[config.mk]
export PLATFORM = sky130hd
export DESIGN_NAME = product_boxcar_decimator
export DESIGN_NICKNAME = d
export VERILOG_FILES = /design/src/rtl/product_boxcar_decimator.sv
export SDC_FILE = /design/constraint.sdc
export NUM_CORES = 1
export LEC_CHECK = 0
export ABC_AREA = 1
export BUFFER_PORTS_ARGS = -buffer_cell sky130_fd_sc_hd__buf_2
export CORE_ASPECT_RATIO = 0.7
export CORE_UTILIZATION = 54
export DETAILED_ROUTE_END_ITERATION = 10
export GPL_TIMING_DRIVEN = 0
export PLACE_DENSITY = 0.69
export SETUP_SLACK_MARGIN = 0.02
export SLEW_MARGIN = 20
export SYNTH_ARGS = -nofsm -noshare
export SYNTH_HDL_FRONTEND = slang
export SYNTH_SLANG_ARGS = --single-unit
[constraint.sdc]
create_clock -name clk_i -period 4.38 [get_ports clk_i]
set_input_delay 0.219 -clock clk_i [delete_from_list [all_inputs] [get_ports clk_i]]
set_output_delay 0.219 -clock clk_i [all_outputs]
set_load 0.005 [all_outputs]
[src/rtl/product_boxcar_decimator.sv]
`default_nettype none
// ============================================================================
//  Module      : product_boxcar_decimator
//  Description : Integrate-and-dump averager for the signed IQ product
//                stream. Sums 2^k consecutive samples and emits their mean
//                once per block, with a one-cycle valid strobe. The block
//                exponent k is programmable at runtime; values above
//                MAXLOG2N are clamped.
//
//  Build option: BOXCAR_ROUND_EN
//                defined   -> mean = (sum + 2^(k-1)) >>> k for k>0
//                             (round half toward +infinity)
//                undefined -> mean = sum >>> k (floor)
//
//  Parameters  : INBITS   - signed sample / mean width
//                MAXLOG2N - largest block exponent (1..31)
//
//  Ports       : clk_i     - system clock, rising edge
//                rst_i     - synchronous active-high reset
//                signal_i  - signed product sample, taken every edge
//                log2_n_i  - block exponent k (N = 2^k)
//                clear_i   - synchronous restart of the current block
//                signal_o  - signed block mean, held between blocks
//                valid_o   - one-cycle strobe when signal_o updates
//
//  Revision    : 1.0 - initial release
// ============================================================================
module product_boxcar_decimator #(
  parameter int INBITS   = 14,
  parameter int MAXLOG2N = 10
) (
  input  logic                     clk_i,
  input  logic                     rst_i,
  input  logic signed [INBITS-1:0] signal_i,
  input  logic [4:0]               log2_n_i,
  input  logic                     clear_i,
  output logic signed [INBITS-1:0] signal_o,
  output logic                     valid_o
);

  // N * 2^(INBITS-1) always fits, so the accumulator cannot overflow.
  localparam int         c_acc_w = INBITS + MAXLOG2N;
  localparam logic [4:0] c_k_max = 5'(MAXLOG2N);

  // State registers
  logic [4:0]                k_q,      k_d;
  logic [MAXLOG2N-1:0]       cnt_q,    cnt_d;
  logic signed [c_acc_w-1:0] acc_q,    acc_d;
  logic signed [INBITS-1:0]  signal_q, signal_d;
  logic                      valid_q,  valid_d;

  // Combinational helpers
  logic [4:0]                w_k_eff;
  logic                      w_restart;
  logic [MAXLOG2N-1:0]       w_last_cnt;
  logic signed [c_acc_w-1:0] w_sum;
  logic signed [c_acc_w-1:0] w_sum_r;
  logic signed [c_acc_w-1:0] w_scaled;

  always_comb begin
    w_k_eff   = (log2_n_i > c_k_max) ? c_k_max : log2_n_i;
    w_restart = clear_i || (w_k_eff != k_q);

    // N-1 as a mask of k_q ones; a shift by the full width yields all ones.
    w_last_cnt = ~({MAXLOG2N{1'b1}} << k_q);

    // Size cast of a signed operand sign-extends the sample.
    w_sum = acc_q + c_acc_w'(signal_i);

`ifdef BOXCAR_ROUND_EN
    // Adding half an LSB of the result before the floor shift rounds
    // half toward +infinity. The sum plus N/2 still fits the accumulator.
    if (k_q == 5'd0) begin
      w_sum_r = w_sum;
    end else begin
      w_sum_r = w_sum + (c_acc_w'(1) << (k_q - 5'd1));
    end
`else
    w_sum_r = w_sum;
`endif

    // The mean of INBITS-wide samples always lies in the INBITS range,
    // so simple truncation of the shifted sum is exact.
    w_scaled = w_sum_r >>> k_q;
  end

  always_comb begin
    k_d      = k_q;
    cnt_d    = cnt_q;
    acc_d    = acc_q;
    signal_d = signal_q;
    valid_d  = 1'b0;

    if (w_restart) begin
      // The sample presented in the restart cycle is dropped.
      k_d   = w_k_eff;
      acc_d = '0;
      cnt_d = '0;
    end else if (cnt_q == w_last_cnt) begin
      // Dump: the Nth sample is folded in on the same edge.
      signal_d = INBITS'(w_scaled);
      valid_d  = 1'b1;
      acc_d    = '0;
      cnt_d    = '0;
    end else begin
      acc_d = w_sum;
      cnt_d = cnt_q + MAXLOG2N'(1);
    end
  end

  always_ff @(posedge clk_i) begin
    if (rst_i) begin
      k_q      <= w_k_eff;
      cnt_q    <= '0;
      acc_q    <= '0;
      signal_q <= '0;
      valid_q  <= 1'b0;
    end else begin
      k_q      <= k_d;
      cnt_q    <= cnt_d;
      acc_q    <= acc_d;
      signal_q <= signal_d;
      valid_q  <= valid_d;
    end
  end

  assign signal_o = signal_q;
  assign valid_o  = valid_q;

endmodule
`default_nettype wire

==> summary.md, run 1 <==
| Metric | Value |
|---|---|
| Worst skew pair latency | `0.30 ns` |
| Fin crit period | `2.89 ns` |
| PnR Total Power | `1270 uW` |
| Routed vias | `5,046` |
| Global-route track usage on met3 | `0.0779` |
| TritonCTS clock tree | `yes` |
| Max cap viols | `0` |
| Antenna Nets Post-Route | `0` |
| GPL Wtd Cong | `~0.96` |
| N_diodes | `0` |
| CP required | `4.57 ns` |
| Syn nets | `811` |
| Crit end category | `flip-flop` |
| EDFF count, synth | `5` |
| Largest net degree at the start of global routing | `17` |
| Inst Count DP | `roughly 900` |
| Final setup skew | `0.00616 ns` |
| GRT busiest layer | `met2` |
| Hold Path Class | `in2reg` |
| Initial antenna violation count | `0` |
| Die Ht | `78.9 um` |
| Final hold vios | `0` |
| Fin nets | `854` |
| Ys Warns | `0` |
| Critical path class | `reg2reg` |
| Asr flop ratio synth | `0` |
| Die W | `112 um` |
| R2r startpoint | `acc_q[0]` |
| Core area | `8040 um2` |
| Largest area contributor in the netlist | `dfxtp_1` |
| Post-cts hold buffer count | `0` |
| DRC | `2` |
| Post-route insts no fill | `909` |
| Fmax | `346 MHz` |
| First-pass GRT wire length | `21.6 mm` |
| Worst-path clk slew | `roughly 0.070 ns` |
| Worst hold slack | `0.167 ns` |
| Initial DRC count | `426` |
| Top-area cell type share of the netlist area | `0.215` |
| VDD IR max | `about 130 uV` |
| DR vias/cell | `5.55` |
| HPWL after DPL | `10.6 mm` |
| Final worst path period share | `0.660` |
| Clock Sinks | `54` |
| Met1 Track Usage GR | `0.448` |
| Slew @ Worst Pin | `0.580 ns` |
| Syn_area_per_cell | `5.97 um2` |
| DRT Wirelength | `13.1 mm` |
| Port Buf Inserts | `36` |
| CTS root buf | `clkbuf_16` |
| Share of layout cells above drive strength 1 | `0.0829` |
| Synth Cell Area | `4560 um2` |
| Top-count cell post-synth | `nand2_1` |
| Post-CTS sizing | `0` |
| Most frequent cells after synthesis | `242 x nand2_1, 129 x nand3_1, 96 x inv_1` |
| Longest Clk Path Bufs | `2` |
| Hold_sp | `rst_i` |
| Count of final max-slew check failures | `0` |
| Unrepaired setup endpoints after global routing | `false` |
| Max FO, Critical Path | `4` |
| H-tree depth | `2` |
| Synth Register Bits | `54` |
| Setup_tns | `0 ns` |
| Area grow syn2layout | `10.4%` |
| Leak | `0.00265 uW` |
| Main synth FF type | `dfxtp_1` |
| Postcts setup bufs | `0` |
| Num ports | `37` |
| Yosys cell types | `between 40 and 50` |
| Routing usage on met2 | `0.468` |
| Crit path DAT | `around 3.1 ns` |
| Number of global-route vias before repair | `around 4,600` |
| Rows | `27` |
| Post-Syn Instances | `764` |
| Routed length per instance | `14.4 um` |
| Pwr/cell area | `252 nW/um2` |
| Outcome | `finished with violations` |
| Sequential share of the synthesized area | `0.248` |
| CTS Buf Count | `5` |
| DR pass1 iterations | `8` |
| Origin of the worst setup path | `acc_q[0]` |
| Crit path launch type | `flip-flop` |
| Failing checks | `DRC` |
| Slew margin rel. | `0.613` |
| Final setup fails | `0` |
| Die area | `just under 9000 um2` |
| Gr ovfl total | `0` |
| Gr usage total | `0.311` |
| Top post-synthesis cells by area | `dfxtp_1 21%, nand2_1 20%, nand3_1 14%` |
| Initial Util | `0.568` |
[cell type report]
class                      count  area (um2)
fill                         800        3000
multi-input combinational    589        2940
sequential                    54        1130
inverter                      99         372
timing repair buffer          36         180
clock buffer                   6         129
tap                          101         126
buffer                        22         118
clock inverter                 2        37.5
[report_power, final]
part	switching, uW	total [uW]	leakage [uW]	internal [uW]
sequential	3.66	509	0.000447	505
combinational	203	300	0.00213	96.5
clock	191	461	0.0000771	270
total	397	1270	0.00265	872
[through the flow]
step / area, um2 / util / worst slack (ns)
after detailed placement: 4870 / 0.606 / 1.53
final: 5040 / 0.626 / 1.49
after floorplan: 4560 / - / 2.14
after global placement: 4870 / 0.606 / 1.60
after CTS: 5040 / 0.626 / 1.55
after global routing: 5040 / 0.626 / 1.24
[sequential cells by signal, indices dropped and copies added (netlist names)]
register / flops
acc_q: 24
cnt_q: 10
k_q: 5
valid_o: 1
signal_o: 14
[worst max-delay path, cell delays in order, from the launching register on]
cell and delay [ns]:
dfxtp_1 0.30, ha_1 0.23, fa_1 0.43, nand3_1 0.14, nand3_1 0.23, nand2_1 0.13, nand2_1 0.16, or2_2 0.35
nand3_1 0.11, nand3_1 0.12, nand3_1 0.13, nand2_1 0.07, nor2_1 0.17, nand2_1 0.09, nand2_1 0.07, a21oi_1 0.06
[placed cells by master, fill, tap and decap left out, types with 2 or more instances in the layout]
cell type | netlist | layout
a21oi_1 | 37 | 37
a31oi_1 | 4 | 4
and3_1 | 2 | 2
buf_1 | 9 | 9
buf_2 | 4 | 40
buf_4 | 2 | 2
buf_6 | 3 | 3
clkbuf_1 | 4 | 5
clkbuf_16 | 0 | 5
dfxtp_1 | 49 | 49
edfxtp_1 | 5 | 5
ha_1 | 24 | 24
inv_1 | 96 | 96
inv_2 | 3 | 3
nand2_1 | 242 | 242
nand2_2 | 2 | 2
nand3_1 | 129 | 129
nand3b_1 | 4 | 4
nand4_1 | 8 | 8
nor2_1 | 63 | 63
nor2_4 | 2 | 2
nor3_1 | 4 | 4
nor3b_1 | 2 | 2
nor3b_2 | 2 | 2
o211ai_1 | 5 | 5
o21ai_0 | 12 | 12
o21ai_1 | 11 | 11
or2_2 | 4 | 4
xnor2_1 | 8 | 8
xor2_1 | 12 | 12
[routing by layer]
metal  routed length (um)  vias up
met1                 6660     2304
met4                  161        0
met5                    0        -
li1                     -     2565
met2                 5200      160
met3                 1080       17
[cells by family (layout without fill, tap and decap cells)]
| group | after synthesis | count (layout) | synth area share |
|---|---|---|---|
| compound gates | 73 | 73 | 0.0866 |
| flops | 54 | 54 | 0.248 |
| xor+xnor | 20 | 20 | 0.0384 |
| buf+inv | 121 | 165 | 0.107 |
| simple gates | 469 | 469 | 0.447 |
| fa+ha+maj | 25 | 25 | 0.0702 |
| other cells | 1 | 1 | 0.000822 |
| mux | 1 | 1 | 0.00219 |
[path summary, 6_finish.rpt]
path                  to  slack [ns]  cells past startpoint
min reg2reg  signal_o[1]        0.46                      2
min          signal_o[1]        0.17                      2
max          signal_o[6]        1.49                     15
max reg2reg  signal_o[6]        1.49                     15
Power figures use the tool's default switching activity.
==> inputs of run 2 (changes only) <==
--- a/config.mk
+++ b/config.mk
@@ -5,13 +5,13 @@
 export SDC_FILE = /design/constraint.sdc
 export NUM_CORES = 1
 export LEC_CHECK = 0
-export ABC_AREA = 1
+export ABC_AREA = 0
 export BUFFER_PORTS_ARGS = -buffer_cell sky130_fd_sc_hd__buf_2
 export CORE_ASPECT_RATIO = 0.7
 export CORE_UTILIZATION = 54
 export DETAILED_ROUTE_END_ITERATION = 10
 export GPL_TIMING_DRIVEN = 0
-export PLACE_DENSITY = 0.69
+export PLACE_DENSITY = 0.72
 export SETUP_SLACK_MARGIN = 0.02
 export SLEW_MARGIN = 20
 export SYNTH_ARGS = -nofsm -noshare
==> constraint.sdc (replaced) <==
create_clock -name clk_i -period 2.4 [get_ports clk_i]
set_input_delay 0.12 -clock clk_i [delete_from_list [all_inputs] [get_ports clk_i]]
set_output_delay 0.12 -clock clk_i [all_outputs]
set_load 0.005 [all_outputs]
==> run 2 against run 1 <==
Combinational power increased by 120%. The run ends with setup timing left. Die area down 7.4%. Clock power up 13%. Critical path depth decreased by 4. Flip-flop and latch count unchanged. Fmax is 4.9% lower. Synthesized cell count is 31% lower. Synthesized area fell by 7.5%. Setup slack got worse by 2.1 ns. Largest power group unchanged. Sequential share of layout area decreased by 1.1 points. Total power rose by 66%. Global-route usage is 0.29 points higher.
==> summary.md, run 2 <==
| Metric | Value |
|---|---|
| Outcome | `finished with violations` |
| Failing checks | `setup timing` |
| CTS root buf | `clkbuf_8` |
| Count of final max-slew check failures | `0` |
| EDFF count, synth | `5` |
| Switching part of the total | `0.342` |
| CP required | `2.64 ns` |
| Fin crit period | `a little over 3 ns` |
| Top post-synthesis cells by area | `dfxtp_1 23%, ha_1 7.1%, nor2_1 5.9%` |
| R2r startpoint | `acc_q[11]` |
| Share of layout cells above drive strength 1 | `0.316` |
| Final worst path period share | `1.27` |
| Rows | `26` |
| Worst-path clk slew | `about 0.1 ns` |
| Fin worst setup slack | `-0.641 ns` |
| Most frequent cells after synthesis | `66 x nor2_1, 52 x nand2_1, 49 x dfxtp_1` |
| Inst Count DP | `658` |
| Die W | `108 um` |
| Num ports | `37` |
| Sequential share of the synthesized area | `0.268` |
| Worst R2R End | `signal_o[2]` |
| Critical path class | `reg2reg` |
| Largest area contributor in the netlist | `dfxtp_1` |
| Origin of the worst setup path | `acc_q[11]` |
| DRT Wirelength | `12.6 mm` |
| Post-route insts no fill | `697` |
| Slew @ Worst Pin | `0.584 ns` |
| Unrepaired setup endpoints after global routing | `true` |
| Leak | `around 0.0023 uW` |
| Slew margin rel. | `0.611` |
| Longest Clk Path Bufs | `2` |
| Final hold vios | `0` |
| DRC | `0` |
| Pwr/cell area | `approximately 400 nW/um2` |
| CTS Buf Count | `5` |
| Asr flop ratio synth | `0` |
| Gr usage total | `0.314` |
| First-pass GRT wire length | `20.2 mm` |
| Main synth FF type | `dfxtp_1` |
| Initial DRC count | `403` |
| Initial antenna violation count | `0` |
| Top-count cell post-synth | `nor2_1` |
| TritonCTS clock tree | `yes` |
| Comb power frac | `0.311` |
| Switch Pwr | `718 uW` |
| Routed length per instance | `18.1 um` |
| Sequential Power Share | `0.442` |
| Worst skew pair latency | `0.32 ns` |
| Syn_area_per_cell | `8.05 um2` |
| Final core utilization | `0.716` |
| Most common cell after layout, fill and taps aside | `nor2_1` |
| Yosys cell types | `76` |
| N_diodes | `0` |
| Largest Register | `acc_q` |
| Worst hold slack | `between 0.1 and 0.15 ns` |
| Final setup skew | `0.00765 ns` |
| Int Pwr | `about 1400 uW` |
| Largest net degree at the start of global routing | `17` |
| Hold Path Class | `in2reg` |
| Worst hold path endpoint | `k_q[1]` |
| Crit end category | `flip-flop` |
| Fin nets | `645` |
| Clock Sinks | `54` |
| DR pass1 iterations | `7` |
| Die area | `8180 um2` |
| Crit path DAT | `roughly 3.3 ns` |
| VDD IR max | `270 uV` |
| Fmax | `329 MHz` |
| Hold depth | `2` |
| Ys Warns | `0` |
| Reg2Reg Depth | `11` |
| Crit path launch type | `flip-flop` |
| Hold_sp | `log2_n_i[1]` |
| HPWL after DPL | `9.31 mm` |
| Most frequent cells in the layout | `62 x nor2_1, 48 x nand2_1, 46 x dfxtp_1` |
| Synth Cell Area | `about 4200 um2` |
| Max FO, Critical Path | `7` |
| H-tree depth | `2` |
| Max cap viols | `0` |
| Flop-to-flop setup slack | `-0.64 ns` |
| Max FFs per register | `24` |
| Top-area cell type share of the netlist area | `0.232` |
| Post-cts hold buffer count | `0` |
| Synth Register Bits | `54` |
| DR vias/cell | `6.14` |
| Core area | `7420 um2` |
| Area grow syn2layout | `25.8%` |
| Die Ht | `~76 um` |
| Number of global-route vias before repair | `~4,000` |
| Final setup fails | `15` |
| Clock power share | `0.247` |
| Antenna Nets Post-Route | `0` |
| Syn nets | `571` |
| Routed vias | `between 4,000 and 5,000` |
| Port Buf Inserts | `36` |
| GPL Wtd Cong | `0.944` |
| Gr ovfl total | `0` |
| Post-Syn Instances | `524` |
| Initial Util | `0.569` |
==> run 2: changes by cell type in the layout (fill, tap and decap cells not counted), moves of 6 or more <==
cell | before | now
a21oi_1 | 37 | 30
a21oi_2 | 0 | 8
buf_1 | 9 | 2
buf_4 | 2 | 37
clkbuf_1 | 5 | 12
inv_1 | 96 | 13
mux2i_1 | 1 | 12
nand2_1 | 242 | 48
nand3_1 | 129 | 12
o21ai_0 | 12 | 20
o21ai_1 | 11 | 4
o21ai_2 | 0 | 6
xnor2_1 | 8 | 15
==> run 2: cells by family (layout without fill, tap and decap cells) <==
kind of cell	after synthesis	in the layout	synth area share
compound gates	150	150	0.248
xor+xnor	41	41	0.0851
fa+ha+maj	25	25	0.0759
buf+inv	48	123	0.0480
flops	54	54	0.268
mux	22	22	0.0655
other cells	1	1	0.000889
simple gates	183	183	0.208
==> run 2: power by group through the flow <==
| stage | logic (uW) | clock network, uW | registers, uW |
|---|---|---|---|
| after floorplan | 370 | 0 | 946 |
| after global placement | 500 | 0 | 948 |
| after detailed placement | 509 | 0 | 948 |
| after CTS | 582 | 533 | 928 |
| after global routing | 698 | 566 | 931 |
| final | 653 | 520 | 930 |
==> run 2: timing repair <==
item,CTS,global route
resized for setup,56,43
endpoints found under the setup margin,46,45
setup buffers,16,18
pin swaps,33,31
==> run 2: final cells by class <==
class,count,area (um2)
Clock inverter,2,10.0
Multi-Input combinational cell,422,3310
Buffer,31,170
Inverter,15,56.3
Clock buffer,6,72.6
Fill cell,602,2110
Timing Repair Buffer,69,428
Tap cell,98,123
Sequential cell,54,1130
==> run 2: through the flow <==
stage	total power [uW]	setup TNS [ns]	setup WS (ns)	area [um2]
after floorplan	1320	-2.61	-0.450	4250
after global placement	1450	-20.07	-0.779	4550
after detailed placement	1460	-22.07	-0.830	4550
after CTS	2040	-7.65	-0.708	5010
after global routing	2200	-9.09	-0.724	5310
final	2100	-6.80	-0.641	5310
==> run 2: worst max path at each step <==
stage | depth (start not counted) | slack, ns | to
after floorplan | 11 | -0.45 | signal_o[10]
after global placement | 11 | -0.78 | signal_o[10]
after detailed placement | 11 | -0.83 | signal_o[2]
after CTS | 11 | -0.71 | signal_o[2]
after global routing | 11 | -0.72 | signal_o[2]
final | 11 | -0.64 | signal_o[2]
==> run 2: worst max-delay path: stages (launching register included) <==
cell,delay (ns)
dfxtp_1,0.32
ha_1,0.26
buf_2,0.17
and4_1,0.22
and2_1,0.17
a22oi_2,0.23
mux2i_2,0.27
nand2_1,0.15
mux2_4,0.31
mux4_2,0.51
a2bb2oi_2,0.17
a211oi_2,0.18
==> run 2: per-layer routing <==
metal	wire [um]	track usage	part of all wire	vias to the layer above
li1	-	-	-	2056
met1	5990	0.462	0.47	2014
met2	5430	0.471	0.43	194
met3	1110	0.0637	0.088	15
met4	109	0.0658	0.0086	0
met5	0	0	0	-
==> inputs of run 3 (changes only) <==
--- a/config.mk
+++ b/config.mk
@@ -9,6 +9,7 @@
 export BUFFER_PORTS_ARGS = -buffer_cell sky130_fd_sc_hd__buf_2
 export CORE_ASPECT_RATIO = 0.7
 export CORE_UTILIZATION = 54
+export CTS_BUF_LIST = sky130_fd_sc_hd__clkbuf_8
 export DETAILED_ROUTE_END_ITERATION = 10
 export GPL_TIMING_DRIVEN = 0
 export PLACE_DENSITY = 0.72
==> run 3 against run 2 <==
The flow still finishes with violations (setup timing). Register-to-register slack is essentially flat. Core utilization is the same. First-iteration DRC count grew 0.50%. Global-route usage is the same. Wire length is essentially flat. Clock skew is essentially flat. Setup slack is essentially flat. Via count grew 0.12%. Sequential share of layout area is the same. Clock-buffer cell count shrank 1. Non-clock buffer count is the same. Sequential power is essentially flat. Largest power group unchanged.
==> summary.md, run 3 (same netlist as run 2, synthesis figures left out) <==
| Metric | Value |
|---|---|
| Outcome | `finished with violations` |
| Failing checks | `setup timing` |
| Fill cell total of the finished layout | `602` |
| Antenna Nets Post-Route | `0` |
| Gr usage total | `0.314` |
| H-tree depth | `2` |
| Clock Sinks | `54` |
| Area grow syn2layout | `25.8%` |
| TritonCTS clock tree | `yes` |
| Initial antenna violation count | `0` |
| Die Ht | `76.0 um` |
| Max FO, Critical Path | `7` |
| Worst R2R End | `signal_o[2]` |
| CTS Buf Count | `5` |
| Max FFs per register | `24` |
| Pwr/cell area | `396 nW/um2` |
| Final hold vios | `0` |
| Reg2Reg Depth | `11` |
| Crit path DAT | `3.28 ns` |
| Worst skew pair latency | `between 0.3 and 0.4 ns` |
| Port Buf Inserts | `36` |
| Fmax | `roughly 330 MHz` |
| Fin crit period | `3.04 ns` |
| Die area | `8180 um2` |
| Final setup skew | `0.00764 ns` |
| Hold depth | `2` |
| CP required | `2.64 ns` |
| Leak | `0.00226 uW` |
| Share of layout cells above drive strength 1 | `0.316` |
| Largest Register | `acc_q` |
| Critical path's slowest cell | `mux4_2` |
| HPWL after DPL | `slightly above 9 mm` |
| Max incr delay on CP | `0.51 ns` |
| Unrepaired setup endpoints after global routing | `true` |
| Fin nets | `between 600 and 700` |
| DR vias/cell | `about 6` |
| Slew @ Worst Pin | `0.583 ns` |
| PnR Total Power | `2100 uW` |
| Number of global-route vias before repair | `approximately 4,000` |
| N_diodes | `0` |
| Crit end category | `flip-flop` |
| Core area | `7420 um2` |
| Most common cell after layout, fill and taps aside | `nor2_1` |
| Gr ovfl total | `0` |
| Final setup fails | `15` |
| CTS root buf | `clkbuf_8` |
| Place WS | `-0.830 ns` |
| Fin worst setup slack | `-0.641 ns` |
| Initial Util | `0.569` |
| Die W | `~110 um` |
| Routing usage on met2 | `0.471` |
| Max cap viols | `0` |
| Hold Path Class | `in2reg` |
| GRT busiest layer | `met2` |
| Crit path launch type | `flip-flop` |
| DRT Wirelength | `between 10 and 15 mm` |
| Worst-path clk slew | `0.10 ns` |
| Count of final max-slew check failures | `0` |
| Routed length per instance | `18.1 um` |
| Num ports | `37` |
| Hold_sp | `log2_n_i[1]` |
| CP Cell Sequence | `ha_1, buf_2, and4_1, and2_1, a22oi_2, mux2i_2, nand2_1, mux2_4, mux4_2, a2bb2oi_2, a211oi_2` |
| Longest Clk Path Bufs | `2` |
| Most frequent cells in the layout | `62 x nor2_1, 48 x nand2_1, 46 x dfxtp_1` |
| Flop-to-flop setup slack | `-0.64 ns` |
| Slew margin rel. | `0.611` |
| Rows | `26` |
| Worst hold path endpoint | `k_q[1]` |
| First-pass GRT wire length | `20.2 mm` |
| Routed vias | `4,284` |
| DR pass1 iterations | `7` |
| VDD IR max | `271 uV` |
| Critical path class | `reg2reg` |
| Global-route track usage on met3 | `0.0637` |
| DRC | `0` |
| Initial DRC count | `405` |
| Final worst path period share | `1.27` |
| R2r startpoint | `acc_q[11]` |
| Largest net degree at the start of global routing | `17` |
| GPL Wtd Cong | `0.944` |
| Met1 Track Usage GR | `0.462` |
-- run 3: cell types whose count changed in the layout (fill, tap and decap cells not counted) --
cell	change
clkbuf_1	-1
inv_1	+1
-- run 3: worst max path at each step --
stage | start | end | slack (ns) | cells after the start
after global placement | acc_q[0] | signal_o[10] | -0.78 | 11
after CTS | acc_q[0] | signal_o[2] | -0.71 | 11
after detailed placement | acc_q[0] | signal_o[2] | -0.83 | 11
final | acc_q[11] | signal_o[2] | -0.64 | 11
after floorplan | acc_q[0] | signal_o[10] | -0.45 | 11
after global routing | acc_q[0] | signal_o[2] | -0.72 | 11
-- run 3: report_power, final --
| group | internal, uW | total, uW | switching, uW |
|---|---|---|---|
| Clock | 200 | 517 | 317 |
| Sequential | 921 | 930 | 8.20 |
| Combinational | 259 | 653 | 394 |
-- run 3: metal layers --
layer / up-vias / routed length [um]
met5: - / 0
met2: 193 / 5440
met4: 0 / 109
li1: 2055 / -
met3: 15 / 1120
met1: 2021 / 5980
-- run 3: metrics by stage --
step	setup TNS (ns)	util	std cells	instance area (um2)	hold WS, ns
after floorplan	-2.61	-	524	4250	0.328
after global placement	-20.07	0.614	658	4550	0.444
after detailed placement	-22.07	0.614	658	4550	0.447
after CTS	-7.65	0.675	681	5010	0.111
after global routing	-9.09	0.716	697	5310	0.142
final	-6.81	0.716	697	5310	0.133
-- run 3: worst max-delay path, delay by kind of cell, from the launching register on --
family / cells / cell delay [ns]
mux: 3 / 1.09
compound gates: 3 / 0.58
simple gates: 3 / 0.54
flops: 1 / 0.32
fa+ha+maj: 1 / 0.26
buf+inv: 1 / 0.17
-- run 3: repair_timing --
| action | 4_1_cts | 5_1_grt |
|---|---|---|
| pin swaps | 33 | 31 |
| hold endpoints to repair | 0 | 0 |
| hold buffers | 0 | 0 |
| setup buffers | 16 | 18 |
| endpoints found under the setup margin | 46 | 45 |
| gates resized for setup | 56 | 43 |
-- run 3: final cells by class --
class,instances,area [um2],share of cell area
clock inverters,3,13.8,0.00259
well taps,98,123,0.0231
repair buffers,69,428,0.0806
flip-flops and latches,54,1130,0.214
plain buffers,31,170,0.0321
multi-input cells,422,3310,0.624
clock buffers,5,68.8,0.0130
inverters,15,56.3,0.0106
